## config.mk

```make
export PLATFORM = sky130hd
export DESIGN_NAME = us_dist_filter
export DESIGN_NICKNAME = d
export VERILOG_FILES = /design/src/rtl/us_dist_filter.sv
export SDC_FILE = /design/constraint.sdc
export NUM_CORES = 1
export LEC_CHECK = 0
export ABC_AREA = 1
export ABC_CLOCK_PERIOD_IN_PS = 6750
export CORE_ASPECT_RATIO = 0.6
export CORE_MARGIN = 3
export CORE_UTILIZATION = 35
export CTS_CLUSTER_DIAMETER = 60
export DETAILED_ROUTE_END_ITERATION = 8
export PLACE_DENSITY = 0.55
export SLEW_MARGIN = 0
export SYNTH_ARGS = -nofsm -noshare
export SYNTH_HDL_FRONTEND = slang
export SYNTH_SLANG_ARGS = --single-unit
```

## constraint.sdc

```tcl
create_clock -name clk_50M -period 6.75 [get_ports clk_50M]
set_input_delay 2.025 -clock clk_50M [delete_from_list [all_inputs] [get_ports clk_50M]]
set_output_delay 2.025 -clock clk_50M [all_outputs]
set_load 0.01 [all_outputs]
```

## src/rtl/us_dist_filter.sv

```systemverilog
// Conditioning stage for HC-SR04 distance samples: range rejection, moving average,
// hysteretic obstacle flag and stale detection.
module us_dist_filter #(
  parameter int unsigned DEPTH_LOG2  = 2,
  parameter int unsigned NEAR_MM     = 70,
  parameter int unsigned FAR_MM      = 80,
  parameter int unsigned MAX_MM      = 4000,
  parameter int unsigned TIMEOUT_CYC = 1500000
) (
  input  logic        clk_50M,
  input  logic        reset,
  input  logic [15:0] dist_in,
  input  logic        dist_valid,
  output logic [15:0] dist_avg,
  output logic        avg_valid,
  output logic        obstacle,
  output logic        stale,
  output logic [7:0]  reject_cnt
);

  localparam int unsigned Depth  = 1 << DEPTH_LOG2;
  localparam int unsigned SumW   = 16 + DEPTH_LOG2;
  localparam int unsigned FillW  = DEPTH_LOG2 + 1;
  localparam int unsigned TimerW = $clog2(TIMEOUT_CYC + 1);

  typedef enum logic [0:0] {StFill, StRun} state_e;

  state_e                  state_q;
  logic [15:0]             sample_buf [Depth];
  logic [SumW-1:0]         sum_q;
  logic [DEPTH_LOG2-1:0]   wr_ptr_q;
  logic [FillW-1:0]        fill_q;
  logic [TimerW-1:0]       timer_q;

  logic                    accept;
  logic                    timeout;
  logic [SumW-1:0]         new_sum;
  logic [15:0]             new_avg;
  logic                    window_full;

  always_comb begin
    accept      = dist_valid && (dist_in != 16'd0) && (dist_in <= 16'(MAX_MM));
    timeout     = !accept && (timer_q == TimerW'(TIMEOUT_CYC - 1));
    // The sum always contains the slot being overwritten, so this never underflows.
    new_sum     = sum_q + SumW'(dist_in) - SumW'(sample_buf[wr_ptr_q]);
    new_avg     = new_sum[SumW-1:DEPTH_LOG2];
    window_full = (state_q == StRun) || (fill_q == FillW'(Depth - 1));
  end

  always_ff @(posedge clk_50M or posedge reset) begin
    if (reset) begin
      state_q    <= StFill;
      sum_q      <= '0;
      wr_ptr_q   <= '0;
      fill_q     <= '0;
      timer_q    <= '0;
      dist_avg   <= '0;
      avg_valid  <= 1'b0;
      obstacle   <= 1'b0;
      stale      <= 1'b0;
      reject_cnt <= '0;
      for (int i = 0; i < int'(Depth); i++) begin
        sample_buf[i] <= '0;
      end
    end else begin
      avg_valid <= 1'b0;

      if (dist_valid && !accept && (reject_cnt != 8'hff)) begin
        reject_cnt <= reject_cnt + 8'd1;
      end

      if (accept) begin
        sample_buf[wr_ptr_q] <= dist_in;
        sum_q    <= new_sum;
        wr_ptr_q <= wr_ptr_q + 1'b1;
        timer_q  <= '0;
        stale    <= 1'b0;
        if (state_q == StFill) begin
          fill_q <= fill_q + 1'b1;
        end
        if (window_full) begin
          state_q   <= StRun;
          dist_avg  <= new_avg;
          avg_valid <= 1'b1;
          // Between NEAR and FAR the flag holds its previous value.
          if (new_avg < 16'(NEAR_MM)) begin
            obstacle <= 1'b1;
          end else if (new_avg >= 16'(FAR_MM)) begin
            obstacle <= 1'b0;
          end
        end
      end else if (timeout) begin
        // Flush the window; dist_avg and obstacle keep their last values.
        stale    <= 1'b1;
        state_q  <= StFill;
        sum_q    <= '0;
        wr_ptr_q <= '0;
        fill_q   <= '0;
        timer_q  <= '0;
        for (int i = 0; i < int'(Depth); i++) begin
          sample_buf[i] <= '0;
        end
      end else begin
        timer_q <= timer_q + 1'b1;
      end
    end
  end

endmodule

```

Word level (Yosys, flattened, before mapping). Cells that the tools add are included.

Bitwise gates (word level): 1. Reductions and logical operators: 15. Eq/ne operators: 5. Muxes and demuxes: 26. Add/sub/neg operators: 6. $lt $le $gt $ge: 5.

Operators with widths (number): two-way mux 64 bit (2); bitwise mux 64 bit (1); two-way mux 16 bit (3); two-way mux 21 bit (2); two-way mux 18 bit (2); binary-select mux 16 bit (select 2 bit) (1); demux 16 bit (select 2 bit) (1); adder 21 x 1 -> 21 bit (second input constant) (1); == test 21 bit (second input constant) (1); adder 18 x 16 -> 18 bit (1); subtractor 18 x 16 -> 18 bit (1); >= comparator 16 x 7 -> 1 bit (second input constant) (1); <= comparator 16 x 12 -> 1 bit (second input constant) (1); < comparator 16 x 7 -> 1 bit (second input constant) (1); nonzero test 16 bit (1); two-way mux 1 bit (9); two-way mux 3 bit (3); adder 8 x 1 -> 8 bit (second input constant) (1); != test 8 bit (second input constant) (1); logical AND 1 bit (6); AND reduction 2 bit (3); two-way mux 2 bit (2); nonzero test 2 bit (2); adder 3 x 1 -> 3 bit (second input constant) (1); 10 further kinds (10).

Output and inout bits: 27. Bits of input ports: 19. Bits in registers: 136.

Longest topological paths before layout.
Depth after elaboration: 8. Gate-level depth with buffers: 22. Gate-level depth less buffers: 21.

Least setup slack after synthesis. No wires, ideal clock.

Path kind: input to register. Start point: in dist_in[3]. End point: reg obstacle. Setup time: 0.123 ns. Cell stages on the path: 13. Slack: 2.649 ns. Required time: 6.627 ns. Data arrival time: 3.978 ns. Cell sequence: inv_2 -> fa_1 -> inv_1 -> ha_1 -> or2_2 -> nand2_1 -> o21bai_2 -> xnor2_1 -> nand2_1 -> nor2_1 -> nand2_1 -> a21oi_1 -> a21oi_1.

Word-level cells in the longest chain between the ends: 5.

Ends and longest elaborated chain: start: declaration (line 12) `input logic [15:0] dist_in,`; adder 18 x 16 -> 18 bit (line 45) `new_sum = sum_q + SumW'(dist_in) - SumW'(sample_buf[wr_ptr_q]);`; subtractor 18 x 16 -> 18 bit (line 45); < comparator 16 x 7 -> 1 bit / >= comparator 16 x 7 -> 1 bit (equally long branches) (line 86, 88); nonzero test 2 bit (no line); AND reduction 3 bit (no line); end signal: assignment (line 59) `obstacle <= 1'b0;`; end signal: assignment (line 87) `obstacle <= 1'b1;`; end signal: assignment (line 89) `obstacle <= 1'b0;`; end: declaration (line 16) `output logic obstacle,`.

Several ways; a longest one is shown, not always the timed one. A chain may end at the register's enable or synchronous reset.

Worst setup path in the final report.
Start point: in dist_in[8]. End point: reg obstacle.

Same word-level chain as after synthesis.

==> results.json <==
{
  "outcome": "finished clean",
  "clock-sinks": 136,
  "place_area_mm2": 0.00825,
  "cts-resized-gates": 0,
  "worst-path-max-fanout": 5,
  "synth_area_leaders": "dfrtp_1, nand2_1, inv_1",
  "yosysSeqAreaShare": 0.446,
  "clk_latency_ns": 0.43,
  "worst_ep_arrival_time_ns": 4.93,
  "cts_setup_buffers": 0,
  "syn_area_mm2": 0.00763,
  "grt_max_degree": 103,
  "port_buffers": 45,
  "power_mw": 4.61,
  "grt_pass1_wl_um": 32600,
  "switchingPower_mw": 2.15,
  "grt_antenna_before_repair": 0,
  "slew_violations": 0,
  "setup_viol": 0,
  "yosysUniqueCellTypes": 39,
  "place.gp.congestion": 0.873,
  "final_common_cell": "nand2_1",
  "cts_tree": "built",
  "p_int_mw": 2.46,
  "syn2layout_area_growth_pct": 16.0,
  "wire_per_inst_um": 15.8,
  "die_w_um": 197,
  "synth_area_leader_cell": "dfrtp_1",
  "num_io_pins": 46,
  "drt_iter0_markers": 469,
  "grt_usage": 0.179,
  "hold_viol": 0,
  "htree_levels": 4,
  "via_count": 6077,
  "cts_made_buffers": 17,
  "p_sw_frac": 0.466,
  "power.leakage_nw": 4.39,
  "core_area_mm2": 0.0212,
  "dieArea_mm2": 0.0237,
  "syn_inst": 927,
  "fin_skew_ns": 0.0130,
  "fin_crit_ns": 4.58,
  "drc": 0,
  "async_flop_share": 1.00,
  "p_clk_frac": 0.208,
  "drv_cap": 0,
  "cts.clk_slew.worst_paths_ns": 0.06,
  "fmax_ghz": 0.218,
  "rsz0062_at_grt": "false",
  "p_per_area_mw_per_mm2": 521,
  "crit_type": "input port to register",
  "end_kind": "register",
  "vdd_drop_max_uv": 223,
  "utilization": 0.418,
  "rows": 41,
  "die_h_um": 120,
  "synthFlopType": "dfrtp_1",
  "cts_buffer_depth": 2,
  "hpwl_um": 14200,
  "tightest_slew_ns": 0.952,
  "firstDrtPassIters": 5,
  "yosys_warnings": 0,
  "holdBufCountCts": 0,
  "reg2reg_setup_slack_ns": 2.47,
  "period_share": 0.679,
  "yosysTopAreaCellShare": 0.446,
  "antenna_cells": 0,
  "final_cell_mix": "nand2_1, inv_1, dfrtp_1",
  "worstPathRequired_ns": 7.10,
  "ys_ff_latch": 136,
  "root_buffer": "clkbuf_16",
  "max-slew-margin-rel": 0.365,
  "viasPerCell": 4.85,
  "p_comb_frac": 0.547,
  "final_area_mm2": 0.00886,
  "sequentialPowerShare": 0.244,
  "finalSetupTns_ns": 0,
  "grt_pass1_vias": 5733,
  "grt_overflow": 0,
  "antenna_left": 0,
  "syn_nets": 988,
  "worstHoldPathType": "register to register",
  "final_nets": 1023,
  "wl_um": 19800,
  "setup.worst_path.start_class": "input port",
  "layout-drive-gt1-share": 0.0687,
  "start_util": 0.360,
  "syn_avg_cell_area_um2": 8.23,
  "synth_enable_flop_cells": 0
}
-- routing by layer --
| metal | wire length (um) | GRT usage | vias up | part of all wire |
|---|---|---|---|---|
| met4 | 171 | 0.0409 | 0 | 0.0087 |
| met2 | 7120 | 0.216 | 137 | 0.36 |
| met1 | 11200 | 0.302 | 2859 | 0.57 |
| li1 | - | - | 3064 | - |
| met3 | 1260 | 0.0476 | 17 | 0.064 |
| met5 | 0 | 0 | - | 0 |
-- power by group through the flow --
| stage | sequential, mW | clock [mW] | combinational (mW) |
|---|---|---|---|
| 2_1_floorplan | 1.13 | 0 | 1.72 |
| 3_3_place_gp | 1.14 | 0 | 2.48 |
| 3_5_place_dp | 1.14 | 0 | 2.49 |
| 4_1_cts | 1.13 | 0.976 | 2.51 |
| 5_1_grt | 1.15 | 1.02 | 2.87 |
| 6_report | 1.13 | 0.961 | 2.53 |
-- cells in the mapped netlist (16+ instances only) --
cell type and number:
nand2_1 160, inv_1 144, dfrtp_1 136, nor2_1 93
nand3_1 74, o21ai_1 53, o21ai_0 51, a21oi_1 29
o22ai_1 28, ha_1 26, fa_1 16
-- worst paths after layout --
path | start | cells past startpoint | endpoint
setup / recovery | dist_in[8] | 16 | obstacle
hold / removal | timer_q[0] | 1 | timer_q[0]
setup reg to reg | wr_ptr_q[0] | 18 | obstacle
hold reg to reg | timer_q[0] | 1 | timer_q[0]
max in group asynchronous | reset | 3 | dist_avg[2]
min in group asynchronous | reset | 2 | reject_cnt[1]
-- final cells by class --
class	instances	area, um2
Fill cell	2136	12300
Sequential cell	136	3400
Timing Repair Buffer	49	480
Tap cell	279	349
Multi-Input combinational cell	606	3440
Clock inverter	12	138
Clock buffer	20	467
Inverter	152	583
-- metrics by stage --
stage          instances  worst slack, ns  hold slack [ns]
2_1_floorplan        927             1.09            0.433
3_3_place_gp        1222             1.75            0.464
3_5_place_dp        1222             1.75            0.457
4_1_cts             1254             2.19            0.465
5_1_grt             1254             1.91            0.489
6_report            1254             2.17            0.465
-- flip-flops by register name, summed over array words and instances, names as in the netlist --
| signal | flops |
|---|---|
| fill_q | 3 |
| sample_buf | 64 |
| obstacle | 1 |
| wr_ptr_q | 2 |
| reject_cnt | 8 |
| avg_valid | 1 |
| timer_q | 21 |
| dist_avg | 16 |
| stale | 1 |
| state_q | 1 |
| sum_q | 18 |
-- cells by family (layout without fill, tap and decap cells) --
logic type	after synthesis	in the layout	synth area share
simple gates	371	371	0.218
buf+inv	185	233	0.104
compound gates	167	167	0.117
flops	136	136	0.446
fa+ha+maj	42	42	0.0846
xor+xnor	24	24	0.0275
mux	2	2	0.00393
-- critical path, cell delays in order --
cell and delay (ns):
clkdlybuf4s50_1 0.50, inv_1 0.15, fa_1 0.56, inv_1 0.05
ha_1 0.36, nand2_1 0.10, nand2_1 0.09, a21oi_1 0.24
nor2_1 0.08, nor2_1 0.14, nand3b_1 0.09, nand2_1 0.16
nand2_1 0.07, nor2_1 0.11, nand3_1 0.08, a21oi_1 0.12
No activity file was read; power rests on OpenSTA's default activity.
==> edit 1 (config.mk and constraints unchanged) <==
Register the output `dist_avg` once more; this adds one clock of latency there. The other outputs are not delayed to match.
--- a/src/rtl/us_dist_filter.sv
+++ b/src/rtl/us_dist_filter.sv
@@ -26,2 +26,4 @@
   typedef enum logic [0:0] {StFill, StRun} state_e;
+
+  logic [15:0] dist_avg_s0;
 
@@ -56,3 +58,3 @@
       timer_q    <= '0;
-      dist_avg   <= '0;
+      dist_avg_s0 <= '0;
       avg_valid  <= 1'b0;
@@ -82,3 +84,3 @@
           state_q   <= StRun;
-          dist_avg  <= new_avg;
+          dist_avg_s0 <= new_avg;
           avg_valid <= 1'b1;
@@ -108,2 +110,6 @@
 
+  always_ff @(posedge clk_50M) begin
+    dist_avg <= dist_avg_s0;
+  end
+
 endmodule
Check against the original RTL: not equivalent (a bounded check fails within 10 cycles, from zero or initial values and one cycle with reset high).
==> edit 1 against the original RTL <==
Final area increased by 4.1%; routed wire length grew 3.4%; area after synthesis is 3.9% higher; critical path depth is the same; total power is 4.4% higher; sequential power rose by 11%; setup slack worse by 0.022 ns; sequential cell count increased by 16; via count increased by 3.8%; largest cell class is now flip-flops and latches.
==> edit 1: results <==
{
  "outcome": "finished, final reports clean",
  "place_inst": 1265,
  "cts-resized-gates": 0,
  "critPathTopFamily": "adder cells",
  "r2r_slack_ns": 2.48,
  "clock_latency_ns": 0.43,
  "r2r-start": "wr_ptr_q[1]$_DFFE_PP0P_",
  "slowest_stage": "fa_1",
  "reg2reg_to": "obstacle$_DFFE_PP0P_",
  "viasPerCell": 4.86,
  "avgSynthCellArea_um2": 8.38,
  "grt_max_degree": 100,
  "vias": 6305,
  "cts_root_buf": "clkbuf_16",
  "dp.final_hpwl_um": 14800,
  "drtIter0Drc": 433,
  "drt-total-wl_um": 20400,
  "antenna_found_initial": 0,
  "reg2regPathDepth": 21,
  "cts_setup_buffers": 0,
  "ir_worst_vdd_mv": 0.298,
  "synth_area_leaders": "dfrtp_1 43%, nand2_1 7.1%, inv_1 6.6%, nand3_1 5.2%, nor2_1 4.2%",
  "ys_types": 39,
  "gp_congestion": 0.907,
  "ys_async_sr_fraction": 0.895,
  "clk_pin_slew_ns": 0.06,
  "cts_made_buffers": 17,
  "crit_fanout": 6,
  "min_to": "dist_avg[3]$_DFF_P_",
  "grt_pass1_vias": 5999,
  "drv_slew": 0,
  "min_from": "dist_avg_s0[3]$_DFFE_PP0P_",
  "crit_arrival_ns": 4.96,
  "slew-limit-headroom": 0.367,
  "min_path_type": "flop to flop",
  "reg_top3": "sample_buf x64, timer_q x21, sum_q x18",
  "hold_depth": 0,
  "skew_ns": 0.0109,
  "cts_max_level": 4,
  "ys_seq_area_frac": 0.469,
  "layout-drive-gt1-share": 0.0683,
  "yosysMostFrequentCell": "nand2_1",
  "drt-pass1-iter-count": 5,
  "p_leak_nw": 4.47,
  "synth_edf_count": 0,
  "clk_path_buf_depth": 2,
  "grt_usage": 0.174,
  "ys_top_cells_by_count": "151 x nand2_1, 140 x inv_1, 136 x dfrtp_1, 88 x nor2_1, 83 x nand3_1",
  "syn_nets": 1008,
  "diodes": 0,
  "grt_pass1_wl_um": 33400,
  "max_stage_delay_ns": 0.54,
  "yosys_warnings": 0,
  "portBuffers": 45
}
[edit 1: cell types whose count changed in the layout (fill, tap and decap cells not counted), moves of 4 or more]
cell	delta
nand3_1	+9
nand2_4	-4
o21ai_0	-6
nand2_1	-9
inv_1	-4
o21ai_1	+10
inv_6	-4
clkinv_4	+4
nand4_1	+8
nor2_1	-5
nand2_2	+4
inv_2	+4
dfxtp_1	+16
[edit 1: area by class of cell]
cell class	count	area, µm²
sequential	152	3720
timing repair buffer	50	488
multi-input combinational	611	3440
clock inverter	13	170
tap	301	377
fill	2237	12400
clock buffer	19	453
inverter	151	572
[edit 1: report_power, final]
group | switching (mW) | total, mW | internal, mW
clock | 0.399 | 1.00 | 0.604
combinational | 1.68 | 2.56 | 0.880
sequential | 0.132 | 1.25 | 1.12
[edit 1: logic make-up (layout without fill, tap and decap cells)]
| family | Yosys count | after routing | synth area share |
|---|---|---|---|
| adders and majority gates | 42 | 42 | 0.0814 |
| xor gates and xnor gates | 22 | 22 | 0.0243 |
| buffers and inverters | 184 | 233 | 0.0967 |
| DFF | 152 | 152 | 0.469 |
| AOI/OAI and AO/OA | 172 | 172 | 0.115 |
| and+or+nand+nor | 375 | 375 | 0.213 |
[edit 1: worst max-delay path by stage]
stage	from	end	slack [ns]	cells after the start
final	dist_in[9]	obstacle$_DFFE_PP0P_	2.15	16
after global routing	dist_in[8]	obstacle$_DFFE_PP0P_	1.89	16
after CTS	dist_in[9]	obstacle$_DFFE_PP0P_	2.19	16
after detailed placement	dist_in[9]	obstacle$_DFFE_PP0P_	1.73	16
after global placement	dist_in[2]	obstacle$_DFFE_PP0P_	1.70	14
after floorplan	reset	avg_valid$_DFF_PP0_	1.09	1
[edit 1: worst reg2reg max path, cell delays in order (launching register included)]
cell and delay (ns):
dfrtp_1 0.61, inv_1 0.72, o21ai_0 0.22, o22ai_1 0.17, ha_1 0.25, inv_1 0.06, ha_1 0.34, inv_1 0.10
fa_1 0.41, inv_1 0.10, nand3_1 0.08, nand2_2 0.14, nand2_1 0.09, nand2_1 0.11, nand3_1 0.13, nand2_1 0.10
nand2_1 0.05, nand2_1 0.16, nand2_1 0.08, nor2_1 0.11, nand2_1 0.06, a21oi_1 0.11
[edit 1: per-stage QoR]
step | setup slack (ns) | hold WS, ns | instance area [µm²]
after floorplan | 1.09 | 0.347 | 7930
after global placement | 1.70 | 0.357 | 8600
after detailed placement | 1.73 | 0.357 | 8600
after CTS | 2.19 | 0.371 | 9220
after global routing | 1.89 | 0.378 | 9220
final | 2.15 | 0.367 | 9220
[edit 1: per-layer routing]
metal	vias to the layer above	wire length, µm	track usage
li1	3162	-	-
met1	2983	11400	0.281
met2	149	7650	0.227
met3	11	1240	0.0453
met4	0	164	0.0408
met5	-	0	0
==> edit 2 (same flow settings) <==
Made on the original files. Change the parameter `TIMEOUT_CYC` from 1500000 to 6000000.
--- a/src/rtl/us_dist_filter.sv
+++ b/src/rtl/us_dist_filter.sv
@@ -7,3 +7,3 @@
   parameter int unsigned MAX_MM      = 4000,
-  parameter int unsigned TIMEOUT_CYC = 1500000
+  parameter int unsigned TIMEOUT_CYC = 6000000
 ) (
Function: no difference found for any inputs over 4 cycles, from zero or initial values and one cycle with reset high; that may be too few to reach the edited logic, so the function may still have changed.
==> edit 2 against the original RTL <==
Final area grew 2.4%; total power increased by 6.2%; routed wire length grew 1.3%; area after synthesis grew 1.7%; sequential cell count grew 2; via count grew 3.4%; core utilization rose by 0.61 points; setup slack worse by 0.057 ns; critical path type unchanged; largest cell class unchanged; largest power group unchanged.
==> edit 2: results <==
{
  "viasPerCell": 4.93,
  "synth_area_leaders": "dfrtp_1 44%, nand2_1 8.0%, inv_1 7.1%, o21ai_0 5.4%, nand3_1 5.2%",
  "startpoint": "dist_in[1]",
  "outcome": "finished, final reports clean",
  "use_met2": 0.223,
  "slew-limit-headroom": 0.374,
  "dp.final_hpwl_um": 14300,
  "p_leak_nw": 4.53,
  "nFillCells": 2142,
  "reg_top3": "sample_buf x64, timer_q x23, sum_q x18",
  "skew_ns": 0.00976,
  "fin_nets": 1044,
  "route.met3.wl_um": 1350,
  "synthCells": 947,
  "ir_worst_vdd_mv": 0.220,
  "grtUsageMet1": 0.289,
  "met2_length_um": 7420,
  "min_from": "dist_avg[7]$_DFFE_PP0P_",
  "drt-total-wl_um": 20000,
  "post-route-util": 0.424,
  "grt_max_degree": 99,
  "grt_pass1_vias": 5917,
  "layout-drive-gt1-share": 0.0713,
  "gp_congestion": 0.903,
  "pre_cts_ws_ns": 1.68,
  "ys_seq_area_frac": 0.445,
  "grt_usage": 0.178
}
## edit 2: changes by cell type in the layout (fill, tap and decap cells not counted), moves of 4 or more
cell	unedited run	this run
o21ai_1	53	16
nand2_4	5	1
o21ai_0	51	83
nand2_2	2	10
nand3_1	74	80
inv_6	6	1
nand2_1	160	165
a21oi_1	29	34
## edit 2: power groups by stage
stage / logic, mW / registers [mW] / clock network, mW
floorplan: 1.83 / 1.19 / 0
global placement: 2.62 / 1.20 / 0
detailed placement: 2.63 / 1.19 / 0
CTS: 2.65 / 1.18 / 1.08
global route: 3.06 / 1.21 / 1.11
finish: 2.65 / 1.19 / 1.06
## edit 2: logic make-up (layout without fill, tap and decap cells)
| family | Yosys count | after routing | share of synthesized area |
|---|---|---|---|
| simple gates | 392 | 392 | 0.233 |
| buf+inv | 185 | 234 | 0.0979 |
| compound gates | 166 | 166 | 0.114 |
| flops | 138 | 138 | 0.445 |
| fa+ha+maj | 42 | 42 | 0.0832 |
| xor+xnor | 24 | 24 | 0.0271 |
## edit 2: path summary, 6_finish.rpt
kind	endpoint	slack, ns	cells after the start
worst max register to register	obstacle$_DFFE_PP0P_	2.69	16
worst min-delay path	dist_avg[7]$_DFFE_PP0P_	0.48	2
min in group asynchronous	sample_buf[45]$_DFFE_PP0P_	2.15	2
worst min register to register	dist_avg[7]$_DFFE_PP0P_	0.48	2
max in group asynchronous	fill_q[0]$_DFFE_PP0P_	3.48	3
worst max-delay path	obstacle$_DFFE_PP0P_	2.11	15
## edit 2: layout make-up
type,instances,share of cell area
Inverter,153,0.0640
Sequential cell,138,0.381
Tap cell,279,0.0385
Clock buffer,21,0.0518
Timing Repair Buffer,49,0.0530
Multi-Input combinational cell,624,0.391
Clock inverter,11,0.0211
